File: src/rtl/target_gen_ras_pkg.sv
// -----------------------------------------------------------------------------
// target_gen_ras_pkg
// Shared definitions for the execute-stage target generator with its
// return-address stack: default widths/offsets, and the result record that
// travels from the execute stage to the fetch redirect logic.
// -----------------------------------------------------------------------------
package target_gen_ras_pkg;

   localparam int XLEN_DEF        = 32;
   localparam int RAS_DEPTH_DEF   = 8;
   localparam int LINK_OFFSET_DEF = 4;

   // Result record at the default datapath width. The top builds the same
   // record at its own XLEN; this one is the width-fixed view used by
   // anything that works at the default width.
   typedef struct packed {
      logic [XLEN_DEF-1:0] reg_pc;
      logic [XLEN_DEF-1:0] target_pc;
      logic [XLEN_DEF-1:0] ras_target;
      logic                ras_hit;
      logic                ras_mispredict;
   } target_result_t;

   // Width of an occupancy counter able to hold 0..depth inclusive.
   function automatic int cnt_width(input int depth);
      return $clog2(depth) + 1;
   endfunction

endpackage

File: src/rtl/target_gen_ras_ras_stack.sv
// -----------------------------------------------------------------------------
// target_gen_ras_ras_stack
// Circular return-address stack. Pushing onto a full stack overwrites the
// oldest entry; the count (not the storage) decides which entries are valid.
//
// Ports:
//   clk_i, rst_ni     clock, asynchronous active-low reset
//   clear_i           drop all entries (highest priority)
//   push_i, pop_i     push / pop; both together is an in-place swap
//   wdata_i           value to push
//   rdata_o           entry at the current top (the value a pop returns)
//   hit_o             pop_i while the stack holds at least one entry
//   count_o           occupancy, 0..DEPTH
//   empty_o, full_o   count==0 / count==DEPTH
// -----------------------------------------------------------------------------
module target_gen_ras_ras_stack
   import target_gen_ras_pkg::*;
#(
   parameter int DEPTH = RAS_DEPTH_DEF,
   parameter int W     = XLEN_DEF
) (
   input  logic                     clk_i,
   input  logic                     rst_ni,
   input  logic                     clear_i,
   input  logic                     push_i,
   input  logic                     pop_i,
   input  logic [W-1:0]             wdata_i,
   output logic [W-1:0]             rdata_o,
   output logic                     hit_o,
   output logic [$clog2(DEPTH):0]   count_o,
   output logic                     empty_o,
   output logic                     full_o
);

   localparam int PW = $clog2(DEPTH);
   localparam int CW = PW + 1;

   logic [PW-1:0] top_q, top_d;
   logic [CW-1:0] cnt_q, cnt_d;
   logic [W-1:0]  mem_q [DEPTH];
   logic          wr_en;
   logic [PW-1:0] wr_ptr;

   assign empty_o = (cnt_q == '0);
   assign full_o  = (cnt_q == CW'(DEPTH));
   assign count_o = cnt_q;
   assign rdata_o = mem_q[top_q];
   assign hit_o   = pop_i & ~empty_o;

   always_comb begin
      top_d  = top_q;
      cnt_d  = cnt_q;
      wr_en  = 1'b0;
      wr_ptr = top_q;
      if (clear_i) begin
         top_d = '0;
         cnt_d = '0;
      end else if (push_i && pop_i) begin
         // Swap: the popped slot is reused for the new link, top stays put.
         wr_en = 1'b1;
         if (empty_o) cnt_d = CW'(1);
      end else if (push_i) begin
         // Pointer wraps naturally; on a full stack this lands on the oldest.
         wr_en  = 1'b1;
         wr_ptr = top_q + 1'b1;
         top_d  = top_q + 1'b1;
         if (!full_o) cnt_d = cnt_q + 1'b1;
      end else if (pop_i && !empty_o) begin
         top_d = top_q - 1'b1;
         cnt_d = cnt_q - 1'b1;
      end
   end

   always_ff @(posedge clk_i or negedge rst_ni) begin
      if (!rst_ni) begin
         top_q <= '0;
         cnt_q <= '0;
      end else begin
         top_q <= top_d;
         cnt_q <= cnt_d;
      end
   end

   // Storage is not reset; validity comes from the count.
   always_ff @(posedge clk_i) begin
      if (wr_en) mem_q[wr_ptr] <= wdata_i;
   end

endmodule

File: src/rtl/target_gen_ras.sv
// -----------------------------------------------------------------------------
// target_gen_ras
// Execute-stage branch/jump target generator with a return-address stack and
// one registered valid/ready output stage toward the fetch redirect logic.
//
// Ports:
//   clock, reset                 clock, asynchronous active-low reset
//   io_in_valid / io_in_ready    execute-stage handshake
//   io_ex_pc, io_imm             instruction pc and sign-extended immediate
//   io_alu_result                rs1+imm for register-indirect jumps
//   io_pcsel                     1: target from ALU, 0: pc+imm
//   io_rdsel                     1: link = pc+imm, 0: link = pc+LINK_OFFSET
//   io_is_call, io_is_ret        RAS push / pop (both: swap)
//   io_flush                     drop the input, empty the RAS and output stage
//   io_out_valid / io_out_ready  registered result handshake
//   io_reg_pc, io_target_pc      registered link and target
//   io_ras_target, io_ras_hit,
//   io_ras_mispredict            registered return-prediction results
//   io_ras_count/_empty/_full    live RAS occupancy
// -----------------------------------------------------------------------------
module target_gen_ras
   import target_gen_ras_pkg::*;
#(
   parameter int XLEN           = XLEN_DEF,
   parameter int RAS_DEPTH      = RAS_DEPTH_DEF,
   parameter int LINK_OFFSET    = LINK_OFFSET_DEF,
   parameter int CLEAR_JALR_LSB = 1
) (
   input  logic                       clock,
   input  logic                       reset,
   input  logic                       io_in_valid,
   output logic                       io_in_ready,
   input  logic [XLEN-1:0]            io_ex_pc,
   input  logic [XLEN-1:0]            io_imm,
   input  logic [XLEN-1:0]            io_alu_result,
   input  logic                       io_pcsel,
   input  logic                       io_rdsel,
   input  logic                       io_is_call,
   input  logic                       io_is_ret,
   input  logic                       io_flush,
   output logic                       io_out_valid,
   input  logic                       io_out_ready,
   output logic [XLEN-1:0]            io_reg_pc,
   output logic [XLEN-1:0]            io_target_pc,
   output logic [XLEN-1:0]            io_ras_target,
   output logic                       io_ras_hit,
   output logic                       io_ras_mispredict,
   output logic [$clog2(RAS_DEPTH):0] io_ras_count,
   output logic                       io_ras_empty,
   output logic                       io_ras_full
);

   typedef struct packed {
      logic [XLEN-1:0] reg_pc;
      logic [XLEN-1:0] target_pc;
      logic [XLEN-1:0] ras_target;
      logic            ras_hit;
      logic            ras_mispredict;
   } res_t;

   // Register-indirect targets optionally drop bit 0.
   localparam logic [XLEN-1:0] JALR_MASK = {{(XLEN-1){1'b1}}, (CLEAR_JALR_LSB == 0)};

   res_t            res_q, res_d;
   logic            valid_q, valid_d;
   logic            accept;
   logic [XLEN-1:0] sum, target, link;
   logic [XLEN-1:0] ras_rdata;
   logic            ras_hit;

   assign io_in_ready = ~valid_q | io_out_ready;
   assign accept      = io_in_valid & io_in_ready & ~io_flush;

   assign sum    = io_ex_pc + io_imm;
   assign target = io_pcsel ? (io_alu_result & JALR_MASK) : sum;
   assign link   = io_rdsel ? sum : io_ex_pc + XLEN'(LINK_OFFSET);

   target_gen_ras_ras_stack #(
      .DEPTH (RAS_DEPTH),
      .W     (XLEN)
   ) u_ras (
      .clk_i   (clock),
      .rst_ni  (reset),
      .clear_i (io_flush),
      .push_i  (accept & io_is_call),
      .pop_i   (accept & io_is_ret),
      .wdata_i (link),
      .rdata_o (ras_rdata),
      .hit_o   (ras_hit),
      .count_o (io_ras_count),
      .empty_o (io_ras_empty),
      .full_o  (io_ras_full)
   );

   always_comb begin
      res_d   = res_q;
      valid_d = valid_q;
      if (io_flush)         valid_d = 1'b0;
      else if (io_in_ready) valid_d = accept;

      if (accept) begin
         res_d.reg_pc         = link;
         res_d.target_pc      = target;
         res_d.ras_target     = '0;
         res_d.ras_hit        = 1'b0;
         res_d.ras_mispredict = 1'b0;
         if (io_is_ret && ras_hit) begin
            res_d.ras_target     = ras_rdata;
            res_d.ras_hit        = 1'b1;
            res_d.ras_mispredict = (ras_rdata != target);
         end
      end
   end

   always_ff @(posedge clock or negedge reset) begin
      if (!reset) begin
         valid_q <= 1'b0;
         res_q   <= '0;
      end else begin
         valid_q <= valid_d;
         res_q   <= res_d;
      end
   end

   assign io_out_valid      = valid_q;
   assign io_reg_pc         = res_q.reg_pc;
   assign io_target_pc      = res_q.target_pc;
   assign io_ras_target     = res_q.ras_target;
   assign io_ras_hit        = res_q.ras_hit;
   assign io_ras_mispredict = res_q.ras_mispredict;

endmodule

File: config.mk
export PLATFORM = sky130hd
export DESIGN_NAME = target_gen_ras
export DESIGN_NICKNAME = d
export VERILOG_FILES = /design/src/rtl/target_gen_ras_pkg.sv /design/src/rtl/target_gen_ras_ras_stack.sv /design/src/rtl/target_gen_ras.sv
export SDC_FILE = /design/constraint.sdc
export NUM_CORES = 1
export LEC_CHECK = 0
export CAP_MARGIN = 20
export CORE_ASPECT_RATIO = 0.8
export CORE_UTILIZATION = 25
export CTS_BUF_LIST = sky130_fd_sc_hd__clkbuf_4 sky130_fd_sc_hd__clkbuf_8 sky130_fd_sc_hd__clkbuf_16
export DETAILED_ROUTE_END_ITERATION = 8
export GPL_TIMING_DRIVEN = 0
export HOLD_SLACK_MARGIN = 0.08
export PLACE_DENSITY = 0.43
export SLEW_MARGIN = 20
export SYNTH_ARGS = -nofsm -noshare
export SYNTH_HDL_FRONTEND = slang
export SYNTH_HIERARCHICAL = 1
export SYNTH_SLANG_ARGS = --single-unit
File: constraint.sdc
create_clock -name clock -period 6.2 [get_ports clock]
set_clock_uncertainty 0.2 [all_clocks]
set_input_delay 0.93 -clock clock [delete_from_list [all_inputs] [get_ports clock]]
set_output_delay 0.93 -clock clock [all_outputs]
set_load 0.02 [all_outputs]
==> results.cfg, run 1 <==
[die]
die-area_um2 = 76430
rows = 89
die_w_um = 308.8
core_area_um2 = 74160
start_util_pct = 25.39
pin_count = 211
die_h_um = 247.5

[critical_path]
critical_path.max_stage_delay_ns = 0.64
worstPathArrival_ns = 5.82
worstSetupPathType = in -> reg
crit_chain = clkdlybuf4s50_1 > nor3b_1 > clkbuf_2 > clkbuf_2 > and2_1 > buf_2 > clkinv_1 > ha_1 > mux2_2 > or3_1 > nor2_4 > buf_16
cp_data_required_time_ns = 6.23
cp_slowest_cell = nor2_4
startpoint_type = primary input
cp-end-kind = flip-flop
path_common_cell = clkbuf_2
worstPathMaxFanout = 17

[synth]
yosysWarnings = 6
synthCells = 1475
syn_area_um2 = 18830
synthArstFlopShare_pct = 29.28
synth_edf_count = 256
ys_seq_area_share_pct = 54.91
synth_flop_cell = edfxtp_1
synth-seq-cells = 362
syn_nets = 1620
syn_area_per_cell_um2 = 12.77
synth_cell_types = 94

[global_route]
antenna_found_initial = 6
grt_use_total_pct = 18.41
overflow = 0
grt_start_max_net_pins = 71
grt_pass1_wl_um = 100500
grt_pass1_vias = 13570

[detailed_routing]
antenna_left = 0
viasPerCell = 5.010
remaining_drc_errors = 0
first_pass_iters = 5
wl_um = 71370
via_count = 13880
drt-initial-drc-count = 1403
wl_per_cell_um = 25.76

[timing]
worst_slew_pin_slew_ns = 1.114
setup_tns_ns = 0
finalWorstSetupSlack_ns = 0.4064
maxSlewViolCount = 0
period_minus_slack_ns = 5.794
rsz0062_at_grt = no
maxSlewHeadroom_pct = 25.72
fin_crit_sh_pct = 93.44
hold_viol = 0
setup-violations-final = 0
timing.fmax_mhz = 172.6

[cells_and_area]
drive_gt1_share_pct = 16.22
area_growth_pct = 27.57
regArea_um2 = 10340
multi_input_area_um2 = 7953
n_fill_cell = 7489
antenna_cells = 0
nets = 1884

[cts]
clkTransAtPathRegs_ns = 0.06
cts_tree = yes
h-tree-depth = 2
cts.sinks = 362
postCtsSetupBuffers = 0
cts-root-buf = clkbuf_16
worstSkewPairLatency_ns = 0.54
cts_max_path_buffers = 3
cts_buffers = 39

[place]
io_buffers = 208
gp_congestion = 0.8996
pre_cts_slack_ns = -0.5936
hpwl_um = 54670

[run_status]
status = complete, no violations

[job]
max_cap_violations = 0

[power_and_ir_drop]
finalPower_mw = 6.828
power.leakage_nw = 8.504
ir_drop_v = 0.0001796
p_per_area_nw_per_um2 = 284.3

[min_path]
hold_path.class = in -> async
## critical path: cells and delay by family
kind,cells,cell delay [ns]
adders and majority gates,1,0.33
and+or+nand+nor,4,1.97
muxes,1,0.27
buffers and inverters,6,2.29
## routing by layer
layer	routed length, µm	vias up	track usage, %	share of wire (%)
met3	5610	78	4.415	7.9
li1	-	6148	-	-
met1	34000	7116	27.41	48
met2	30840	535	27.44	43
met4	897	2	2.461	1.3
met5	10	-	0	0.014
## layout by cell type, fill, tap and decap left out, types with 9 or more instances in the layout
cell               n
edfxtp_1         256
clkdlybuf4s50_1  207
nand2_1          156
dfrtp_1          106
nor2_1            93
a21oi_1           66
mux4_2            60
xor2_1            50
clkbuf_16         39
ha_1              38
xnor2_1           35
clkbuf_1          34
nand3_1           34
mux2_2            34
o21ai_0           33
a22o_1            32
nand4_1           30
buf_2             29
mux2_4            25
inv_1             24
nor3_1            20
o21ai_1           19
mux2i_1           17
nor3b_1           16
o21a_1            15
nor4_1            13
buf_1             13
o211ai_1          13
nor2b_1           12
nand2b_1          12
and3_1            11
buf_16            11
a21o_1            10
or3_1             10
a31oi_1            9
## what timing repair did
| item | CTS | global route |
|---|---|---|
| endpoints found under the setup margin | 26 | 0 |
| gates resized for setup | 1 | 0 |
| hold buffers | 0 | 0 |
## where the power goes
part           switching [mW]  leakage (nW)  internal (mW)  total [mW]
sequential             0.0849          3.66           2.75        2.84
clock                   0.993         0.702           1.59        2.59
combinational           0.853          4.14          0.552        1.40
## flip-flops by register name (all words and copies together), names as in the netlist
register	count
u_ras/mem_q	256
io_ras_mispredict	1
io_reg_pc	32
io_out_valid	1
io_ras_target	32
io_target_pc	32
io_ras_hit	1
u_ras/count_o	4
u_ras/top_q	3
## path summary, 6_finish.rpt
check | to | cells past startpoint | slack, ns | start
setup / recovery | u_ras/mem_q[2][5] | 12 | 0.41 | io_flush
hold / removal | io_ras_target[5] | 1 | 0.10 | reset
setup reg to reg | io_ras_mispredict | 14 | 0.49 | u_ras/top_q[1]
hold reg to reg | io_ras_hit | 1 | 0.28 | io_ras_hit
max in group asynchronous | io_ras_target[26] | 2 | 4.89 | reset
min in group clock | io_ras_hit | 1 | 0.28 | io_ras_hit
## final cells by class
class | instances | share of cell area (%)
buffer | 90 | 2.099
clock buffer | 50 | 4.563
clock inverter | 21 | 1.412
inverter | 27 | 0.4219
multi-input combinational | 996 | 33.11
sequential | 362 | 43.05
tap | 1001 | 5.214
timing repair buffer | 223 | 10.14
## logic make-up after synthesis
logic type | after synthesis | synth area share (%)
fa+ha+maj | 40 | 2.738
simple gates | 453 | 11.88
mux | 141 | 12.80
flops | 362 | 54.91
compound gates | 275 | 10.29
buf+inv | 117 | 3.203
xor+xnor | 87 | 4.166
## synth_stat cells (all sizes together), types with 3 or more instances
library cell | number | area [µm²]
o2111ai | 5 | 43.79
a22oi | 3 | 27.52
nand3b | 7 | 52.55
mux4 | 65 | 1483
o211ai | 15 | 122.6
o211a | 4 | 40.04
nand2 | 156 | 585.6
a22o | 32 | 280.3
a221oi | 4 | 35.03
o22ai | 7 | 43.79
xnor2 | 35 | 306.5
nand3 | 37 | 215.2
mux2i | 17 | 170.2
and3 | 11 | 68.82
nor3 | 20 | 100.1
and4 | 3 | 27.53
inv | 26 | 97.60
or2 | 3 | 18.78
a31oi | 10 | 68.81
a211oi | 9 | 85.08
buf | 52 | 351.6
nor2 | 101 | 379.1
o21bai | 3 | 22.52
clkbuf | 38 | 150.1
edfxtp | 256 | 7687
a21o | 10 | 75.07
o21ai | 56 | 302.8
xor2 | 51 | 454.2
nor4 | 16 | 112.6
dfrtp | 106 | 2653
nand4 | 30 | 187.7
mux2 | 59 | 758.2
or3 | 10 | 62.56
ha | 38 | 475.5
a21boi | 4 | 30.03
and2 | 8 | 50.05
nor2b | 13 | 88.83
a21oi | 71 | 389.1
o31ai | 6 | 50.05
nor3b | 16 | 120.1
o21a | 16 | 121.4
or4 | 3 | 26.27
nand2b | 12 | 75.07
## per-stage QoR
stage | utilization [%] | cell area [µm²] | cells | hold WS [ns]
2_1_floorplan | - | 18830 | 1475 | 0.3827
3_3_place_gp | 29.88 | 22160 | 2684 | 0.2692
3_5_place_dp | 30.44 | 22570 | 2698 | 0.2668
4_1_cts | 32.37 | 24010 | 2769 | 0.1026
5_1_grt | 32.39 | 24020 | 2770 | 0.1060
6_report | 32.39 | 24020 | 2770 | 0.1048
(Power assumes the default switching activity.)
==> run 2, diff against run 1 <==
SLEW_MARGIN = default   (was 20)
==> run 2 against run 1 <==
  * Non-clock buffer count up 10
  * Critical path type unchanged
  * Wire length is essentially flat
  * Utilization is 0.33 points lower
  * Via count shrank 1.1%
  * Largest power group unchanged
==> results.cfg, run 2 (synthesis gave the netlist of run 1 again) <==
[place]
pre_cts_slack_ns = -0.3441
hpwl_um = 54590
dp_cells = 2706
gp_congestion = 0.8996
postPlaceCellArea_um2 = 22530
io_buffers = 208

[detailed_routing]
antenna_left = 0
wl_um = 71420
first_pass_iters = 5
viasPerCell = 4.938
via_count = 13720
remaining_drc_errors = 0
drt-initial-drc-count = 1339
wl_per_cell_um = 25.70

[critical_path]
cp_slowest_cell = buf_1
startpoint_type = primary input
cpLargestDelayFamily = buffers and inverters
cp-end-kind = flip-flop
worstPathMaxFanout = 10
path_common_cell = buf_2
crit_chain = clkdlybuf4s50_1 > buf_2 > buf_2 > buf_2 > buf_1 > nor2_1 > a221oi_1 > nand4_1 > nor4_1 > nand4_1 > nor4_1 > a21oi_1
critical_path.max_stage_delay_ns = 0.77
cp_data_required_time_ns = 6.39
rr_startpoint = u_ras/top_q[1]
worstPathArrival_ns = 6.03
worstSetupPathType = in -> reg
worst-path-buf-inv = 5
startpoint = io_pcsel

[timing]
setup_tns_ns = 0
finalWorstSetupSlack_ns = 0.3575
maxSlewHeadroom_pct = 20.81
rsz0062_at_grt = no
hold_viol = 0
worst_slew_pin_slew_ns = 1.177
timing.fmax_mhz = 171.2
period_minus_slack_ns = 5.842
maxSlewViolCount = 0
fin_crit_sh_pct = 94.23
setup-violations-final = 0

[cells_and_area]
area_growth_pct = 26.25
regMostFlops = u_ras/mem_q
n_fill_cell = 7540
drive_gt1_share_pct = 16.49
final_cell_mix = 256 x edfxtp_1, 207 x clkdlybuf4s50_1, 156 x nand2_1
largest_register_ff_count = 256
nets = 1893
layoutNonFillerInstCount = 2779
final_area_um2 = 23770
final_common_cell = edfxtp_1

[power_and_ir_drop]
finalPower_mw = 6.519
ir_drop_v = 0.0001555
p_per_area_nw_per_um2 = 274.2
power.leakage_nw = 8.432

[global_route]
grt_pass1_vias = 13580
grt_start_max_net_pins = 71
antenna_found_initial = 1
grt_use_total_pct = 18.32
grt_pass1_wl_um = 100300
overflow = 0

[cts]
cts_max_path_buffers = 3
postCtsSetupBuffers = 0
cts_tree = yes
worstSkewPairLatency_ns = 0.54
clkTransAtPathRegs_ns = 0.06
cts.sinks = 362
cts_buffers = 38
cts-root-buf = clkbuf_16
h-tree-depth = 2
postCtsHoldBufs = 0
cts-resized-gates = 0

[die]
start_util_pct = 25.39
die-area_um2 = 76430
die_w_um = 308.8
pin_count = 211
core_area_um2 = 74160
die_h_um = 247.5
rows = 89

[run_status]
status = complete, no violations

[min_path]
hold_path.class = in -> async

[job]
max_cap_violations = 0
[run 2: cell types whose count changed in the layout (fill, tap and decap cells not counted), moves of 4 or more]
cell / before / now
buf_12: 6 / 10
buf_16: 11 / 3
buf_2: 29 / 33
buf_4: 1 / 10
bufinv_16: 8 / 1
clkbuf_4: 7 / 14
clkinv_2: 1 / 5
o21ai_0: 33 / 46
o21ai_1: 19 / 6
[run 2: area by class of cell]
cell class	instances	area [µm²]	area share, %
clock inverters	14	100.1	0.4211
flip-flops and latches	362	10340	43.49
repair buffers	233	2401	10.10
clock buffers	55	1127	4.742
diodes	1	2.502	0.01053
well taps	1001	1252	5.268
plain buffers	90	501.7	2.111
inverters	27	101.3	0.4263
multi-input cells	996	7946	33.43
[run 2: worst paths after layout]
| path | slack, ns | depth (start not counted) | to |
|---|---|---|---|
| worst max-delay path | 0.36 | 12 | io_ras_mispredict |
| worst min-delay path | 0.10 | 1 | io_ras_target[5] |
| worst max register to register | 0.43 | 14 | io_ras_mispredict |
| worst min register to register | 0.28 | 1 | io_ras_hit |
| max in group asynchronous | 4.88 | 2 | io_ras_target[26] |
| min in group clock | 0.28 | 1 | io_ras_hit |
[run 2: routing by layer]
layer / part of all wire [%] / up-vias / global-route usage, %
met4: 1.3 / 0 / 2.606
li1: - / 6151 / -
met2: 43 / 466 / 27.36
met5: 0 / - / 0
met1: 48 / 7041 / 26.99
met3: 7.4 / 64 / 4.662
[run 2: through the flow]
| step | hold slack, ns | utilization (%) |
|---|---|---|
| floorplan | 0.3827 | - |
| global placement | 0.2692 | 29.88 |
| detailed placement | 0.2661 | 30.37 |
| CTS | 0.1076 | 32.03 |
| global route | 0.1101 | 32.05 |
| finish | 0.1001 | 32.05 |
[run 2: power breakdown]
part	switching [mW]	internal, mW
sequential	0.0850	2.75
combinational	0.852	0.565
clock	0.956	1.31
